`src/rtl/serial_rx_pkg.sv`:
```
// ----------------------------------------------------------------------------
// serial_rx_pkg : shared constants for the serial receive path
// Revision: 1.0
// ----------------------------------------------------------------------------
`default_nettype none

package serial_rx_pkg;

  localparam int PAR_NONE = 0;
  localparam int PAR_EVEN = 1;
  localparam int PAR_ODD  = 2;

  localparam logic [2:0] S_IDLE   = 3'd0;
  localparam logic [2:0] S_START  = 3'd1;
  localparam logic [2:0] S_DATA   = 3'd2;
  localparam logic [2:0] S_PARITY = 3'd3;
  localparam logic [2:0] S_STOP   = 3'd4;

endpackage

`default_nettype wire

```
`src/rtl/sync_fifo.sv`:
```
// ----------------------------------------------------------------------------
// sync_fifo : single-clock show-ahead FIFO with occupancy count
// Revision: 1.0
// ----------------------------------------------------------------------------
`default_nettype none

module sync_fifo #(
  parameter int WIDTH = 8,
  parameter int AW    = 4
) (
  input  logic             clk_i,
  input  logic             rst_ni,
  input  logic             push_i,
  input  logic [WIDTH-1:0] data_i,
  input  logic             pop_i,
  output logic [WIDTH-1:0] data_o,
  output logic             empty_o,
  output logic             push_ok_o,
  output logic [AW:0]      count_o
);

  localparam int         DEPTH   = 2 ** AW;
  localparam logic [AW:0] c_DEPTH = {1'b1, {AW{1'b0}}};

  logic [WIDTH-1:0] mem_q [DEPTH];
  logic [AW-1:0]    wr_q;
  logic [AW-1:0]    rd_q;
  logic [AW:0]      cnt_q;
  logic             w_full;
  logic             w_pop;
  logic             w_push;

  assign empty_o = (cnt_q == '0);
  assign w_full  = (cnt_q == c_DEPTH);
  assign w_pop   = pop_i & ~empty_o;
  // A pop in the same cycle frees the slot a full FIFO needs for the push.
  assign w_push  = push_i & (~w_full | w_pop);

  assign push_ok_o = w_push;
  assign count_o   = cnt_q;
  assign data_o    = empty_o ? '0 : mem_q[rd_q];

  always_ff @(posedge clk_i or negedge rst_ni) begin
    if (!rst_ni) begin
      wr_q  <= '0;
      rd_q  <= '0;
      cnt_q <= '0;
    end else begin
      if (w_push) wr_q <= wr_q + AW'(1);
      if (w_pop)  rd_q <= rd_q + AW'(1);
      if (w_push && !w_pop)      cnt_q <= cnt_q + 1'b1;
      else if (!w_push && w_pop) cnt_q <= cnt_q - 1'b1;
    end
  end

  always_ff @(posedge clk_i) begin
    if (w_push) mem_q[wr_q] <= data_i;
  end

endmodule

`default_nettype wire

```
`src/rtl/serial_rx_fifo.sv`:
```
// ----------------------------------------------------------------------------
// serial_rx_fifo : parametrised UART receiver feeding a show-ahead FIFO
// Revision: 1.0
// ----------------------------------------------------------------------------
`default_nettype none

module serial_rx_fifo
  import serial_rx_pkg::*;
#(
  parameter int CLKS_PER_BIT = 16,
  parameter int DATA_BITS    = 8,
  parameter int PARITY       = 0,
  parameter int STOP_BITS    = 1,
  parameter int FIFO_AW      = 4
) (
  input  logic                 m_clock,
  input  logic                 p_reset,
  input  logic                 rxd,
  input  logic                 port_read,
  input  logic                 err_clr,
  output logic [DATA_BITS-1:0] data,
  output logic                 rxready,
  output logic                 done,
  output logic [FIFO_AW:0]     count,
  output logic                 frame_err,
  output logic                 parity_err,
  output logic                 overrun
);

  localparam int            CW     = $clog2(CLKS_PER_BIT);
  localparam logic [CW-1:0] c_HALF = CW'(CLKS_PER_BIT / 2 - 1);
  localparam logic [CW-1:0] c_FULL = CW'(CLKS_PER_BIT - 1);
  localparam logic [3:0]    c_LAST = 4'(DATA_BITS - 1);

  generate
    if (CLKS_PER_BIT < 4 || DATA_BITS < 5 || DATA_BITS > 9 || PARITY < 0 || PARITY > 2 ||
        STOP_BITS < 1 || STOP_BITS > 2) begin : g_bad_params
      $error("serial_rx_fifo: unsupported parameter combination");
    end
  endgenerate

  logic                 sync1_q;
  logic                 rxs_q;
  logic [2:0]           state_q, state_d;
  logic [CW-1:0]        baud_q, baud_d;
  logic [3:0]           bit_q, bit_d;
  logic [DATA_BITS-1:0] shift_q, shift_d;
  logic                 done_q;
  logic                 ferr_q, perr_q, ovr_q;
  logic                 w_tick;
  logic                 w_push;
  logic                 w_push_ok;
  logic                 w_ferr;
  logic                 w_perr;
  logic                 w_empty;

  always_ff @(posedge m_clock or negedge p_reset) begin
    if (!p_reset) begin
      sync1_q <= 1'b1;
      rxs_q   <= 1'b1;
    end else begin
      sync1_q <= rxd;
      rxs_q   <= sync1_q;
    end
  end

  assign w_tick = (baud_q == '0);

  always_comb begin
    state_d = state_q;
    baud_d  = baud_q;
    bit_d   = bit_q;
    shift_d = shift_q;
    w_push  = 1'b0;
    w_ferr  = 1'b0;
    w_perr  = 1'b0;
    case (state_q)
      S_IDLE: begin
        if (!rxs_q) begin
          state_d = S_START;
          baud_d  = c_HALF;
          bit_d   = '0;
        end
      end
      S_START: begin
        if (!w_tick) begin
          baud_d = baud_q - 1'b1;
        end else if (rxs_q) begin
          state_d = S_IDLE;
        end else begin
          state_d = S_DATA;
          baud_d  = c_FULL;
        end
      end
      S_DATA: begin
        if (!w_tick) begin
          baud_d = baud_q - 1'b1;
        end else begin
          shift_d = {rxs_q, shift_q[DATA_BITS-1:1]};
          baud_d  = c_FULL;
          bit_d   = bit_q + 4'd1;
          if (bit_q == c_LAST) state_d = (PARITY != PAR_NONE) ? S_PARITY : S_STOP;
        end
      end
      S_PARITY: begin
        if (!w_tick) begin
          baud_d = baud_q - 1'b1;
        end else begin
          w_perr  = rxs_q != ((^shift_q) ^ (PARITY == PAR_ODD));
          state_d = S_STOP;
          baud_d  = c_FULL;
        end
      end
      S_STOP: begin
        // Only the first stop bit is checked; an idle-high line covers the second.
        if (!w_tick) begin
          baud_d = baud_q - 1'b1;
        end else begin
          state_d = S_IDLE;
          w_push  = rxs_q;
          w_ferr  = ~rxs_q;
        end
      end
      default: state_d = S_IDLE;
    endcase
  end

  always_ff @(posedge m_clock or negedge p_reset) begin
    if (!p_reset) begin
      state_q <= S_IDLE;
      baud_q  <= '0;
      bit_q   <= '0;
      shift_q <= '0;
      done_q  <= 1'b0;
      ferr_q  <= 1'b0;
      perr_q  <= 1'b0;
      ovr_q   <= 1'b0;
    end else begin
      state_q <= state_d;
      baud_q  <= baud_d;
      bit_q   <= bit_d;
      shift_q <= shift_d;
      done_q  <= w_push_ok;
      ferr_q  <= w_ferr | (ferr_q & ~err_clr);
      perr_q  <= w_perr | (perr_q & ~err_clr);
      ovr_q   <= (w_push & ~w_push_ok) | (ovr_q & ~err_clr);
    end
  end

  sync_fifo #(
    .WIDTH (DATA_BITS),
    .AW    (FIFO_AW)
  ) u_fifo (
    .clk_i     (m_clock),
    .rst_ni    (p_reset),
    .push_i    (w_push),
    .data_i    (shift_q),
    .pop_i     (port_read),
    .data_o    (data),
    .empty_o   (w_empty),
    .push_ok_o (w_push_ok),
    .count_o   (count)
  );

  assign rxready    = ~w_empty;
  assign done       = done_q;
  assign frame_err  = ferr_q;
  assign parity_err = perr_q;
  assign overrun    = ovr_q;

endmodule

`default_nettype wire

```
`config.mk`:
```
export PLATFORM = sky130hd
export DESIGN_NAME = serial_rx_fifo
export DESIGN_NICKNAME = d
export VERILOG_FILES = /design/src/rtl/serial_rx_pkg.sv /design/src/rtl/sync_fifo.sv /design/src/rtl/serial_rx_fifo.sv
export SDC_FILE = /design/constraint.sdc
export NUM_CORES = 1
export LEC_CHECK = 0
export ABC_AREA = 1
export ABC_CLOCK_PERIOD_IN_PS = 2900
export CAP_MARGIN = 5
export CORE_ASPECT_RATIO = 0.9
export CORE_MARGIN = 2
export CORE_UTILIZATION = 61
export DETAILED_ROUTE_END_ITERATION = 8
export GPL_TIMING_DRIVEN = 0
export HOLD_SLACK_MARGIN = 0.15
export PLACE_DENSITY = 0.79
export SETUP_SLACK_MARGIN = 0.1
export SLEW_MARGIN = 20
export SYNTH_ARGS = -nofsm -noshare
export SYNTH_HDL_FRONTEND = slang
export SYNTH_SLANG_ARGS = --single-unit
```
`constraint.sdc`:
```
create_clock -name m_clock -period 2.9 [get_ports m_clock]
set_input_delay 0.58 -clock m_clock [delete_from_list [all_inputs] [get_ports m_clock]]
set_output_delay 0.58 -clock m_clock [all_outputs]
set_load 0.01 [all_outputs]
```
Word level (Yosys, flattened, before mapping)
Memories as Yosys holds them, arrays and structs flattened.
Index checks and enable logic that the tools add are counted.
{ "totals": {"reg_bits": 38, "mem_bits_rw": 128, "input_bits": 5, "out_inout_bits": 18, "word_cells": 94, "memories": 1} }
{ "mem_list": {"columns": ["memory", "words", "word_bits", "read_ports", "rd_clocked_by_memory_dff", "wr", "line_no", "text"], "rows": [
  ["u_fifo.mem_q", 16, 8, 1, 0, 1, "sync_fifo.sv:25", "logic [WIDTH-1:0] mem_q [DEPTH];"]
]} }
{ "op_classes": {"add_sub_neg": 6, "eq_ne": 15, "n_mux": 28, "n_bitwise": 15, "n_reduce_logical": 16} }
{ "op_table": {"columns": ["cell", "count"], "rows": [
  ["4-bit two-way mux", 7],
  ["3-bit two-way mux", 6],
  ["4-bit case mux with 4 select lines", 1],
  ["3-bit case mux with 5 select lines", 1],
  ["2-bit != test, second input constant", 7],
  ["4-bit by 1-bit adder with 4-bit output, second input constant", 3],
  ["5-bit two-way mux", 2],
  ["1-bit two-way mux", 8],
  ["8-bit two-way mux", 1],
  ["4-bit case mux with 2 select lines", 1],
  ["8-bit XOR reduction", 1],
  ["1-bit AND", 6],
  ["3-bit by 2-bit == test with 1-bit output, second input constant", 2],
  ["6-bit AND reduction", 1],
  ["5-bit by 1-bit adder with 5-bit output, second input constant", 1],
  ["5-bit == test, second input constant", 1],
  ["5-bit zero test", 1],
  ["1-bit NOT", 5],
  ["5-bit by 1-bit subtractor with 5-bit output, second input constant", 1],
  ["4-bit by 3-bit == test with 1-bit output, second input constant", 1],
  ["4-bit zero test", 1],
  ["1-bit OR", 4],
  ["4-bit AND reduction", 1],
  ["2-bit nonzero test", 2],
  ["13 further kinds", 15]
]} }

Longest topological paths before layout
{ "logic_depth": {"depth_word": 9, "ltp_mapped": 16, "ltp_nobuf": 16} }

Modules after synthesis
A second synthesis with hierarchy kept.
{ "hier_totals": {"cells_unflattened": 703, "area_unflattened_um2": 7333.3} }
{ "modules_own_cells": {"columns": ["mod", "n_inst", "cells_per_inst", "area_each_um2", "seq_area_each_um2"], "rows": [
  ["sync_fifo", 1, 530, 6024.5, 4169.0],
  ["serial_rx_fifo", 1, 173, 1308.8, 628.1]
]} }

Worst setup path before layout
No wires, ideal clock.
{ "synth_path": {"kind": "reg2reg", "startpoint": "register baud_q[0]", "endpoint": "register u_fifo.cnt_q[4], in the netlist u_fifo.count_o[4]", "setup_ps": 126, "t_arrival_ps": 2282, "required_time_ps": 2774, "setup_slack_ps": 491, "path_stages_with_launch": 17, "n_path_buf": 0, "synth_period_minus_slack_ps": 2409, "cell_sequence": "dfrtp_1 > inv_1 > ha_1 > nand3_4 > inv_4 > nand2_4 > nor2_8 > nand2_4 > inv_4 > ha_1 > inv_1 > fa_1 > a21oi_1 > o21bai_1 > xor2_1 > nand2_1 > o21ai_0"} }
{ "synth_between": {"elab_chain_len": 7, "word_cells_on_any_way": 9, "classes_between": "3 x mux; 1 x bitwise; 5 x reduce/logical"} }
{ "synth_lines": {"columns": ["element", "line_no", "text"], "rows": [
  ["start, declared", "serial_rx_fifo.sv:45", "logic [CW-1:0] baud_q, baud_d;"],
  ["start signal, assigned", "serial_rx_fifo.sv:140", "baud_q <= baud_d;"],
  ["4-bit zero test *", "serial_rx_fifo.sv:67", "assign w_tick = (baud_q == '0);"],
  ["1-bit two-way mux *", "serial_rx_fifo.sv:116", "if (!w_tick) begin"],
  ["1-bit two-way mux *", "serial_rx_fifo.sv:77", "case (state_q)"],
  ["1-bit AND *", "sync_fifo.sv:37", "assign w_push = push_i & (~w_full | w_pop);"],
  ["via u_fifo.push_ok_o", "sync_fifo.sv:18", "output logic push_ok_o,"],
  ["1-bit zero test", "sync_fifo.sv:52", "else if (!w_push && w_pop) cnt_q <= cnt_q - 1'b1;"],
  ["1-bit logical AND", "sync_fifo.sv:52", null],
  ["2-bit nonzero test (no line)", null, null],
  ["end signal, assigned", "sync_fifo.sv:51", "if (w_push && !w_pop) cnt_q <= cnt_q + 1'b1;"],
  ["end signal, assigned", "sync_fifo.sv:52", null],
  ["end, declared", "sync_fifo.sv:28", "logic [AW:0] cnt_q;"]
]} }
The timed path passes the listed nets; every way through them passes the cells marked *.
A chain may end at the register's enable or synchronous reset.

Final worst setup path
{ "layout_path": {"startpoint": "register u_fifo.rd_q[1]", "endpoint": "output data[5]"} }
{ "layout_between": {"elab_chain_len": 2} }
{ "layout_lines": {"columns": ["element", "line_no", "text"], "rows": [
  ["start, declared", "sync_fifo.sv:27", "logic [AW-1:0] rd_q;"],
  ["start signal, assigned", "sync_fifo.sv:50", "if (w_pop) rd_q <= rd_q + AW'(1);"],
  ["memory read 16 x 8 bit", null, null],
  ["8-bit two-way mux", "sync_fifo.sv:41", "assign data_o = empty_o ? '0 : mem_q[rd_q];"],
  ["end, declared", "serial_rx_fifo.sv:21", "output logic [DATA_BITS-1:0] data,"]
]} }
No other way between the ends.

==> results.json <==
{
  "track_usage": 0.285,
  "required_ns": 2.32,
  "max_cap_viol_count": 0,
  "r2r_setup_slack_ns": 0.18,
  "ant_nets": 0,
  "synth_edf_count": 128,
  "postLayoutCoreUtil": 0.720,
  "coreArea_sq_um": 11900,
  "fin_ws_ns": 0.174,
  "nNetsFinal": 752,
  "cp-start-kind": "register",
  "drive_gt1_frac": 0.147,
  "viasPerCell": 5.79,
  "layout_common_cells": "nand2_1 (235), edfxtp_1 (128), nand3_1 (109)",
  "place.port_buffers": 22,
  "dieWidth_microns": 120,
  "max_slew_margin": 0.429,
  "grt_pass1_vias": 5044,
  "vias": 5250,
  "fin_hold_ws_ns": 0.358,
  "yosysWarnings": 0,
  "synthCells": 689,
  "power.density_nw_per_um2": 941,
  "dieArea_sq_um": 13000,
  "p_leak_nw": 3.59,
  "clock_path_buffers": 2,
  "setup_viol": 0,
  "antenna_found_initial": 0,
  "synth_ff_type": "edfxtp_1",
  "critPathKind": "reg2out",
  "clk_pin_slew_ns": 0.06,
  "hold_depth": 0,
  "async_flop_share": 0.229,
  "hold_end": "rxs_q$_DFF_PN1_",
  "cpPeakStageDelay_ns": 0.36,
  "min-delay-start": "sync1_q$_DFF_PN1_",
  "wire_per_inst_microns": 18.7,
  "min_period_ns": 2.73,
  "cts_buffers": 17,
  "avgSynthCellArea_sq_um": 10.7,
  "layout_commonest_cell": "nand2_1",
  "syn_nets": 707,
  "grt_overflow_total": 0,
  "rows": 38,
  "reg2reg_from": "u_fifo.count_o[1]$_DFFE_PN0P_",
  "status": "complete, no violations",
  "place_ws_ns": -0.0671,
  "r2r_end": "u_fifo.count_o[4]$_DFFE_PN0P_",
  "syn_to_final_growth_pct": 16.5,
  "ir_drop_mv": 0.665,
  "slew_viol_final": 0,
  "total_power_w": 0.00809,
  "drc": 0,
  "grt_pass1_wl_microns": 26800,
  "seq_area_frac_synth": 0.651,
  "clock_latency_ns": 0.44,
  "drt_first_pass_iters": 7,
  "start_util": 0.618,
  "hold_viol_final": 0,
  "cp_cell_sequence": "buf_2, inv_2, buf_4, nand3_1, nand3_1, nand2_1, nand2_1, a21oi_1, dlygate4sd2_1",
  "synth_cell_type_count": 39,
  "crit_family": "buffers and inverters",
  "worst_hold_path_type": "reg2reg",
  "slowest_stage": "dfrtp_1",
  "max_freq_ghz": 0.367,
  "grt_setup_unrepaired": "yes",
  "insertedDiodeCount": 0,
  "cts_tree": "built",
  "ff2ff_path_depth": 16,
  "ios": 23,
  "hpwlAfterDp_microns": 11000,
  "grt_max_degree": 34,
  "syn_area_sq_um": 7370,
  "cp_max_fo": 10,
  "die_h_microns": 108,
  "h-tree-depth": 4,
  "synth-seq-cells": 166,
  "fin_crit_sh": 0.940,
  "drt_wl_total_microns": 17000,
  "critPathArrivalTime_ns": 2.15,
  "final_cells": 907,
  "crit_path_end_kind": "output port",
  "dr.first_iter.drc_count": 561,
  "cts.sinks": 166,
  "worstMarginPinSlew_ns": 0.856,
  "fin_skew_ns": 0.00632,
  "critPathBufInv": 4,
  "root_buffer": "clkbuf_16",
  "dp_cells": 872,
  "place_congestion": 0.993
}
cells by family (layout without fill, tap and decap cells):
kind of cell | count (synthesis) | in the layout | share of synthesized area
adder cells (fa/ha/maj) | 13 | 13 | 0.0231
buffers and inverters | 68 | 126 | 0.0434
XOR/XNOR | 14 | 14 | 0.0166
AO/OA/AOI/OAI | 44 | 44 | 0.0341
AND/OR/NAND/NOR | 384 | 384 | 0.232
flip-flops | 166 | 166 | 0.651
worst reg2reg max path: stages, from the launching register on:
cell and delay [ns]:
dfrtp_1 0.45, nor2_2 0.18, nand2_4 0.09, nor2_8 0.22, inv_8 0.06, nand2_8 0.09, nand2_4 0.07, nand2_4 0.12
inv_4 0.07, ha_1 0.20, inv_1 0.15, ha_1 0.30, a21oi_2 0.19, o21bai_1 0.10, xor2_1 0.15, nand2_1 0.06
o21ai_0 0.10
what timing repair did:
item | in CTS | in global routing
setup endpoints to repair | 8 | 10
buffers inserted | 0 | 2
gates resized for setup | 29 | 19
gates cloned | 0 | 0
endpoints found under the hold margin | 5 | 0
hold buffers | 1 | 0
state kept, by name, indices dropped and copies added (netlist names), 3 cells and up:
name	count
baud_q	4
bit_q	4
shift_q	8
state_q	3
u_fifo.count_o	5
u_fifo.mem_q	128
u_fifo.rd_q	4
u_fifo.wr_q	4
per-layer routing:
layer	track usage	routed length [microns]	up-vias
met2	0.468	8400	231
met3	0.0649	1450	36
li1	-	-	2439
met1	0.376	6740	2544
met4	0.108	385	0
met5	0	0	-
synthesized netlist by cell type, types with 5 or more instances:
| library cell | instances | share of area |
|---|---|---|
| a21oi_1 | 15 | 0.010 |
| buf_2 | 12 | 0.0081 |
| buf_4 | 8 | 0.0081 |
| dfrtp_1 | 36 | 0.12 |
| edfxtp_1 | 128 | 0.52 |
| ha_1 | 12 | 0.020 |
| inv_1 | 32 | 0.016 |
| nand2_1 | 235 | 0.12 |
| nand3_1 | 109 | 0.074 |
| nor2_1 | 12 | 0.0061 |
| nor3_1 | 14 | 0.0095 |
| o21ai_0 | 17 | 0.012 |
| xnor2_1 | 5 | 0.0059 |
| xor2_1 | 9 | 0.011 |
power by group:
group          total [W]  internal, W  switching [W]
clock network    0.00247      0.00159       0.000876
logic            0.00277     0.000993        0.00178
registers        0.00285      0.00269       0.000161
cell type report:
class                           instances  area (sq um)
Fill cell                             779          3340
Tap cell                              160           200
Inverter                               41           170
Timing Repair Buffer                   26           231
Clock inverter                          8           169
Multi-Input combinational cell        455          2330
Clock buffer                           24           482
Buffer                                 27           211
Sequential cell                       166          4800
worst max-delay path by stage:
stage,start,end,slack (ns),depth (start not counted)
after floorplan,baud_q[0]$_DFFE_PN0P_,u_fifo.count_o[4]$_DFFE_PN0P_,0.49,16
after global placement,port_read,u_fifo.mem_q[4][2]$_DFFE_PP_,-0.09,6
after detailed placement,port_read,u_fifo.count_o[4]$_DFFE_PN0P_,-0.07,13
after CTS,baud_q[0]$_DFFE_PN0P_,u_fifo.count_o[4]$_DFFE_PN0P_,0.11,16
after global routing,baud_q[0]$_DFFE_PN0P_,u_fifo.count_o[4]$_DFFE_PN0P_,0.02,16
final,u_fifo.rd_q[1]$_DFFE_PN0P_,data[5],0.17,9
through the flow:
stage	TNS (ns)	area, sq um
after floorplan	0	7370
after global placement	-1.94	7790
after detailed placement	-0.0671	7840
after CTS	0	8540
after global routing	0	8590
final	0	8590
No activity file was read; power rests on OpenSTA's default activity.
